<file path="src/rtl/sram_arbiter.sv">
// Two-master arbiter in front of a single-port SRAM: one access per IDLE->ACCESS->DONE pass.
// All outputs are registered; round-robin or fixed-priority tie-break chosen by RR_EN.
module sram_arbiter #(
   parameter int AW    = 8,
   parameter int DW    = 16,
   parameter bit RR_EN = 1'b1
) (
   input  logic          clk,
   input  logic          reset,
   input  logic          m0_req,
   input  logic          m0_we,
   input  logic [0:AW-1] m0_addr,
   input  logic [0:DW-1] m0_wdata,
   output logic          m0_ack,
   input  logic          m1_req,
   input  logic          m1_we,
   input  logic [0:AW-1] m1_addr,
   input  logic [0:DW-1] m1_wdata,
   output logic          m1_ack,
   output logic [0:DW-1] rdata,
   output logic          gnt,
   output logic          busy,
   output logic          sram_en,
   output logic          write_en,
   output logic [0:AW-1] sram_addr,
   output logic [0:DW-1] sram_wdata,
   input  logic [0:DW-1] sram_rdata
);

   // state  | meaning
   // IDLE   | sample requests, pick a winner, start the strobe
   // ACCESS | SRAM strobe active for exactly one cycle, capture read data
   // DONE   | ack visible to the winner, requests ignored
   typedef enum logic [1:0] {
      IDLE   = 2'd0,
      ACCESS = 2'd1,
      DONE   = 2'd2
   } state_t;

   state_t        state, state_n;
   logic          last_grant, last_grant_n;
   logic          win;
   logic          m0_ack_n, m1_ack_n, gnt_n, busy_n, sram_en_n, write_en_n;
   logic [0:AW-1] sram_addr_n;
   logic [0:DW-1] sram_wdata_n, rdata_n;

   always_ff @(posedge clk) begin
      if (reset) begin
         state      <= IDLE;
         last_grant <= 1'b1;
         m0_ack     <= 1'b0;
         m1_ack     <= 1'b0;
         gnt        <= 1'b0;
         busy       <= 1'b0;
         sram_en    <= 1'b1;
         write_en   <= 1'b1;
         sram_addr  <= '0;
         sram_wdata <= '0;
         rdata      <= '0;
      end else begin
         state      <= state_n;
         last_grant <= last_grant_n;
         m0_ack     <= m0_ack_n;
         m1_ack     <= m1_ack_n;
         gnt        <= gnt_n;
         busy       <= busy_n;
         sram_en    <= sram_en_n;
         write_en   <= write_en_n;
         sram_addr  <= sram_addr_n;
         sram_wdata <= sram_wdata_n;
         rdata      <= rdata_n;
      end
   end

   always_comb begin
      state_n      = state;
      last_grant_n = last_grant;
      m0_ack_n     = m0_ack;
      m1_ack_n     = m1_ack;
      gnt_n        = gnt;
      busy_n       = busy;
      sram_en_n    = sram_en;
      write_en_n   = write_en;
      sram_addr_n  = sram_addr;
      sram_wdata_n = sram_wdata;
      rdata_n      = rdata;
      win          = 1'b0;

      case (state)
         IDLE: begin
            if (m0_req || m1_req) begin
               // on a tie the master that did not win last time goes next
               if (m0_req && m1_req) win = RR_EN ? ~last_grant : 1'b0;
               else                  win = m1_req;
               sram_addr_n  = win ? m1_addr  : m0_addr;
               sram_wdata_n = win ? m1_wdata : m0_wdata;
               write_en_n   = win ? ~m1_we   : ~m0_we;
               sram_en_n    = 1'b0;
               gnt_n        = win;
               last_grant_n = win;
               busy_n       = 1'b1;
               state_n      = ACCESS;
            end
         end
         ACCESS: begin
            if (write_en) rdata_n = sram_rdata;
            if (gnt) m1_ack_n = 1'b1;
            else     m0_ack_n = 1'b1;
            sram_en_n  = 1'b1;
            write_en_n = 1'b1;
            state_n    = DONE;
         end
         DONE: begin
            m0_ack_n = 1'b0;
            m1_ack_n = 1'b0;
            busy_n   = 1'b0;
            state_n  = IDLE;
         end
         default: begin
            m0_ack_n   = 1'b0;
            m1_ack_n   = 1'b0;
            busy_n     = 1'b0;
            sram_en_n  = 1'b1;
            write_en_n = 1'b1;
            state_n    = IDLE;
         end
      endcase
   end

endmodule

</file>
<file path="config.mk">
export PLATFORM = sky130hd
export DESIGN_NAME = sram_arbiter
export DESIGN_NICKNAME = d
export VERILOG_FILES = /design/src/rtl/sram_arbiter.sv
export SDC_FILE = /design/constraint.sdc
export NUM_CORES = 1
export LEC_CHECK = 0
export BUFFER_PORTS_ARGS = -buffer_cell sky130_fd_sc_hd__buf_4
export CAP_MARGIN = 0
export CORE_UTILIZATION = 40
export CTS_CLUSTER_DIAMETER = 60
export DETAILED_ROUTE_END_ITERATION = 10
export PLACE_DENSITY_LB_ADDON = 0.25
export SLEW_MARGIN = 20
export SYNTH_ARGS = -nofsm -noshare
export SYNTH_HDL_FRONTEND = slang
export SYNTH_SLANG_ARGS = --single-unit
</file>
<file path="constraint.sdc">
create_clock -name clk -period 2.5 [get_ports clk]
set_input_delay 0.625 -clock clk [delete_from_list [all_inputs] [get_ports clk]]
set_output_delay 0.625 -clock clk [all_outputs]
set_load 0.01 [all_outputs]
</file>
After elaboration in Yosys (flattened, before gate mapping)
Index checks and enable logic that the tools add are counted.
{"block": "word_totals", "ff_bits": 49, "output_inout_bits": 46, "elab_cells": 49}
{"block": "classes", "n_eq_ne": 5, "n_mux": 18, "bitwise": 6, "n_reduce_logical": 9}
{"cell": "two-way mux 16 bit", "n": 1}
{"cell": "AND reduction 2 bit", "n": 6}
{"cell": "one-hot mux 1 bit (2 select lines)", "n": 5}
{"cell": "two-way mux 1 bit", "n": 9}
{"cell": "two-way mux 8 bit", "n": 1}
{"cell": "!= test 2 bit (second input constant)", "n": 3}
{"cell": "inverter 1 bit", "n": 6}
{"cell": "one-hot mux 2 bit (2 select lines)", "n": 1}
{"cell": "== test 2 x 1 -> 1 bit (second input constant)", "n": 1}
{"cell": "== test 2 bit (second input constant)", "n": 1}
{"cell": "logical NOT 2 bit", "n": 1}
{"cell": "two-way mux 2 bit", "n": 1}
{"cell": "logical AND 1 bit", "n": 1}
{"cell": "logical OR 1 bit", "n": 1}

Logic depth before layout (Yosys ltp)
{"block": "depth", "word_depth": 7, "depth_mapped": 6, "mapped_depth_nobuf": 3}

Worst setup path before layout
Ideal clock, no wire load.
{"block": "synth_timing", "path_kind": "in2reg", "startpoint": "input port m0_req", "endpoint": "register sram_addr[0] (netlist name)", "setup_ns": 0.089, "t_arrival_ns": 1.529, "required_ns": 2.411, "path_slack_ns": 0.882, "stages": 6, "path_buffers": 3, "path_cell_list": "or2_1 buf_6 and2_4 buf_6 buf_12 a311oi_2"}
{"block": "synth_between", "elab_chain_len": 5, "word_cells_on_any_way": 7}
{"element": "start, declared", "line_no": "10", "source": "input logic m0_req,"}
{"element": "logical AND 1 bit", "line_no": "93", "source": "if (m0_req && m1_req) win = RR_EN ? ~last_grant : 1'b0;"}
{"element": "two-way mux 1 bit", "line_no": "93"}
{"element": "two-way mux 1 bit", "line_no": "91", "source": "if (m0_req || m1_req) begin"}
{"element": "two-way mux 1 bit", "line_no": "89", "source": "case (state)"}
{"element": "two-way mux 8 bit", "line_no": "95", "source": "sram_addr_n = win ? m1_addr : m0_addr;"}
{"element": "end signal, assigned", "line_no": "69", "source": "sram_addr <= sram_addr_n;"}
{"element": "end, declared", "line_no": "25", "source": "output logic [0:AW-1] sram_addr,"}
Parallel ways exist; a longest one is shown, timed or not. The select of a mux whose other input is x is not followed.
A chain may end at the register's enable or synchronous reset.

Worst setup path in the final report
{"block": "layout_timing", "startpoint": "register state[1]", "endpoint": "register sram_addr[7] (netlist name)"}
{"block": "layout_between", "elab_chain_len": 2}
{"element": "start, declared", "line_no": "40", "source": "state_t state, state_n;"}
{"element": "start signal, assigned", "line_no": "61", "source": "state <= state_n;"}
{"element": "logical NOT 2 bit", "line_no": "89"}
{"element": "AND reduction 2 bit (no source line)"}
No other way between the ends.

==> flow_metrics.env <==
export IMPL_num_vias=2110
export IMPL_comb_power_share_pct=26.5
export IMPL_fin_crit_sh_pct=60.6
export IMPL_p_clk_share_pct=24.5
export IMPL_dieArea_um2=5650
export IMPL_yosysWarnings=0
export IMPL_final_common_cell="buf_4"
export IMPL_ctsHoldBuffers=0
export IMPL_fill_cells=501
export IMPL_nets=417
export IMPL_max_slew_margin_pct=58.8
export IMPL_endpoint_kind="flip-flop"
export IMPL_overflow=0
export IMPL_wl_per_cell_um=13.3
export IMPL_slowest_stage="dfxtp_1"
export IMPL_clk_insertion_delay_late_ns=0.30
export IMPL_cp_top_family="flip-flops"
export IMPL_async_flop_share_pct=0
export IMPL_numCtsBuffers=5
export IMPL_power_leakage_uw=0.00134
export IMPL_die_w_um=75.2
export IMPL_clkSinkCount=49
export IMPL_rsz0062_at_grt="no"
export IMPL_grt_usage_pct=19.7
export IMPL_drt_total_wl_um=5560
export IMPL_first_global_vias=1957
export IMPL_place_congestion=0.712
export IMPL_setup_viol=0
export IMPL_criticalPathCategory="flip-flop to flip-flop"
export IMPL_period_needed_ns=1.51
export IMPL_cp_max_fo=22
export IMPL_placementRows=26
export IMPL_hold_viol=0
export IMPL_ctsHtreeMaxLevel=2
export IMPL_postCtsSetupBuffers=0
export IMPL_synth_edf_count=0
export IMPL_maxSlewViolCount=0
export IMPL_switching_share_pct=29.4
export IMPL_die_h_um=75.2
export IMPL_antenna_found_initial=0
export IMPL_core_area_um2=5140
export IMPL_detail_route_antenna_nets=0
export IMPL_cts_tree="yes"
export IMPL_area_delta_synth_final_pct=43.2
export IMPL_ir_drop_v=0.000273
export IMPL_ys_ff_latch=49
export IMPL_p_per_area_nw_per_um2=600
export IMPL_final_cell_mix="buf_4 (119), nand2_1 (83), dfxtp_1 (49)"
export IMPL_grt_first_pass_wirelength_um=8620
export IMPL_internal_power_uw=1300
export IMPL_seqPwrFrac_pct=49.0
export IMPL_clk_pin_slew_worst_paths_ns=0.08
export IMPL_holdCritPathClass="flip-flop to flip-flop"
export IMPL_syn_area_um2=2140
export IMPL_drt_initial_drc_count=91
export IMPL_synth_cell_types=30
export IMPL_ys_flop_type="dfxtp_1"
export IMPL_start_util_pct=41.7
export IMPL_cp_num_buf_inv=1
export IMPL_clockBufferDepth=2
export IMPL_fmax_ghz=0.660
export IMPL_syn_num_nets=313
export IMPL_diodes=0
export IMPL_start_kind="flip-flop"
export IMPL_numPortBuffers=115
export IMPL_cts_root_buf="clkbuf_8"
export IMPL_drive_above_1_share_pct=43.1
export IMPL_critPathMaxStageDelay_ns=0.38
export IMPL_tns_ns=0
export IMPL_switching_power_uw=541
export IMPL_syn_avg_cell_area_um2=8.81
export IMPL_yosysSeqAreaShare_pct=45.8
export IMPL_status="finished, final reports clean"
export IMPL_worstMarginPinSlew_ns=0.617
export IMPL_viasPerCell=5.05
export IMPL_finalClockSkew_ns=0.00382
export IMPL_critPathRequiredTime_ns=2.71
export IMPL_dp_final_hpwl_um=3810
export IMPL_crit_chain="nor2_2 -> buf_4 -> a21oi_1 -> a311oi_2"
export IMPL_p_total_uw=1840
export IMPL_ioPinCount=116
export IMPL_drcViolationCount=0
export IMPL_netlist_instances=243
export IMPL_grt_max_degree=50
export IMPL_arrival_ns=1.72
export IMPL_drv_cap=0
export IMPL_cts_resized_gates=0
export IMPL_drtPass1Iterations=4
## worst paths after layout
check                               from  slack [ns]  depth (start not counted)                   endpoint
setup / recovery   state[1]$_SDFFE_PP0P_        0.99                          4  sram_addr[7]$_SDFFE_PP0P_
hold / removal    rdata[14]$_SDFFE_PP0P_        0.46                          2     rdata[14]$_SDFFE_PP0P_
setup reg to reg   state[1]$_SDFFE_PP0P_        0.99                          4  sram_addr[7]$_SDFFE_PP0P_
hold reg to reg   rdata[14]$_SDFFE_PP0P_        0.46                          2     rdata[14]$_SDFFE_PP0P_
## power groups by stage
stage / Combinational [µW] / Clock [µW] / Sequential, µW
6_report: 488 / 450 / 900
5_1_grt: 533 / 491 / 911
4_1_cts: 494 / 466 / 900
3_5_place_dp: 494 / 0 / 917
3_3_place_gp: 488 / 0 / 915
2_1_floorplan: 255 / 0 / 943
## layer usage
metal  share of wire [%]  wire, µm  vias to the layer above  global-route usage (%)
li1                    -         -                     1056                       -
met1                  43      2390                      977                    22.6
met2                  49      2750                       72                    36.3
met3                 6.9       385                        5                    5.49
met4                0.75        42                        0                    4.32
met5                   0         0                        -                       0
## metrics by stage
step / instance area [µm²] / hold slack [ns] / setup slack, ns / cells / utilization [%]
final: 3070 / 0.458 / 0.985 / 418 / 59.6
after global routing: 3070 / 0.479 / 0.841 / 418 / 59.6
after CTS: 3070 / 0.461 / 0.954 / 418 / 59.6
after detailed placement: 2980 / 0.448 / 0.785 / 410 / 58.0
after global placement: 2980 / 0.442 / 0.837 / 410 / 58.0
after floorplan: 2140 / 0.481 / 0.882 / 243 / -
## worst reg2reg max path: stages, from the launching register on
cell	delay (ns)
dfxtp_1	0.38
nor2_2	0.35
buf_4	0.33
a21oi_1	0.12
a311oi_2	0.25
## sequential cells by signal (all words and copies together), names as in the netlist
| register | cells |
|---|---|
| m0_ack | 1 |
| write_en | 1 |
| busy | 1 |
| state | 2 |
| sram_addr | 8 |
| last_grant | 1 |
| rdata | 16 |
| gnt | 1 |
| sram_en | 1 |
| sram_wdata | 16 |
| m1_ack | 1 |
## cell usage after synthesis, types with 2 or more instances
| cell type | count | share of area (%) |
|---|---|---|
| buf_2 | 6 | 1.4 |
| a21oi_1 | 44 | 10 |
| buf_12 | 2 | 1.9 |
| buf_6 | 2 | 1.1 |
| nor3_1 | 2 | 0.47 |
| a311oi_2 | 20 | 14 |
| nor2_1 | 2 | 0.35 |
| dfxtp_1 | 49 | 46 |
| clkbuf_1 | 10 | 1.8 |
| a311oi_1 | 4 | 1.6 |
| nand2_1 | 83 | 15 |
## final cells by class
| type | instances | area [µm²] | area share [%] |
|---|---|---|---|
| timing repair buffer | 119 | 893 | 29.1 |
| sequential | 49 | 981 | 32.0 |
| clock inverter | 2 | 10.0 | 0.327 |
| multi-input combinational | 171 | 1020 | 33.2 |
| clock buffer | 6 | 72.6 | 2.37 |
| tap | 70 | 87.6 | 2.86 |
| inverter | 1 | 3.75 | 0.122 |
## logic make-up (layout without fill, tap and decap cells)
group	after synthesis	count (layout)	synth area share [%]
compound gates	76	76	29.1
buf+inv	23	128	6.78
flops	49	49	45.8
mux	1	1	0.526
simple gates	94	94	17.8
No activity file was read; power rests on OpenSTA's default activity.
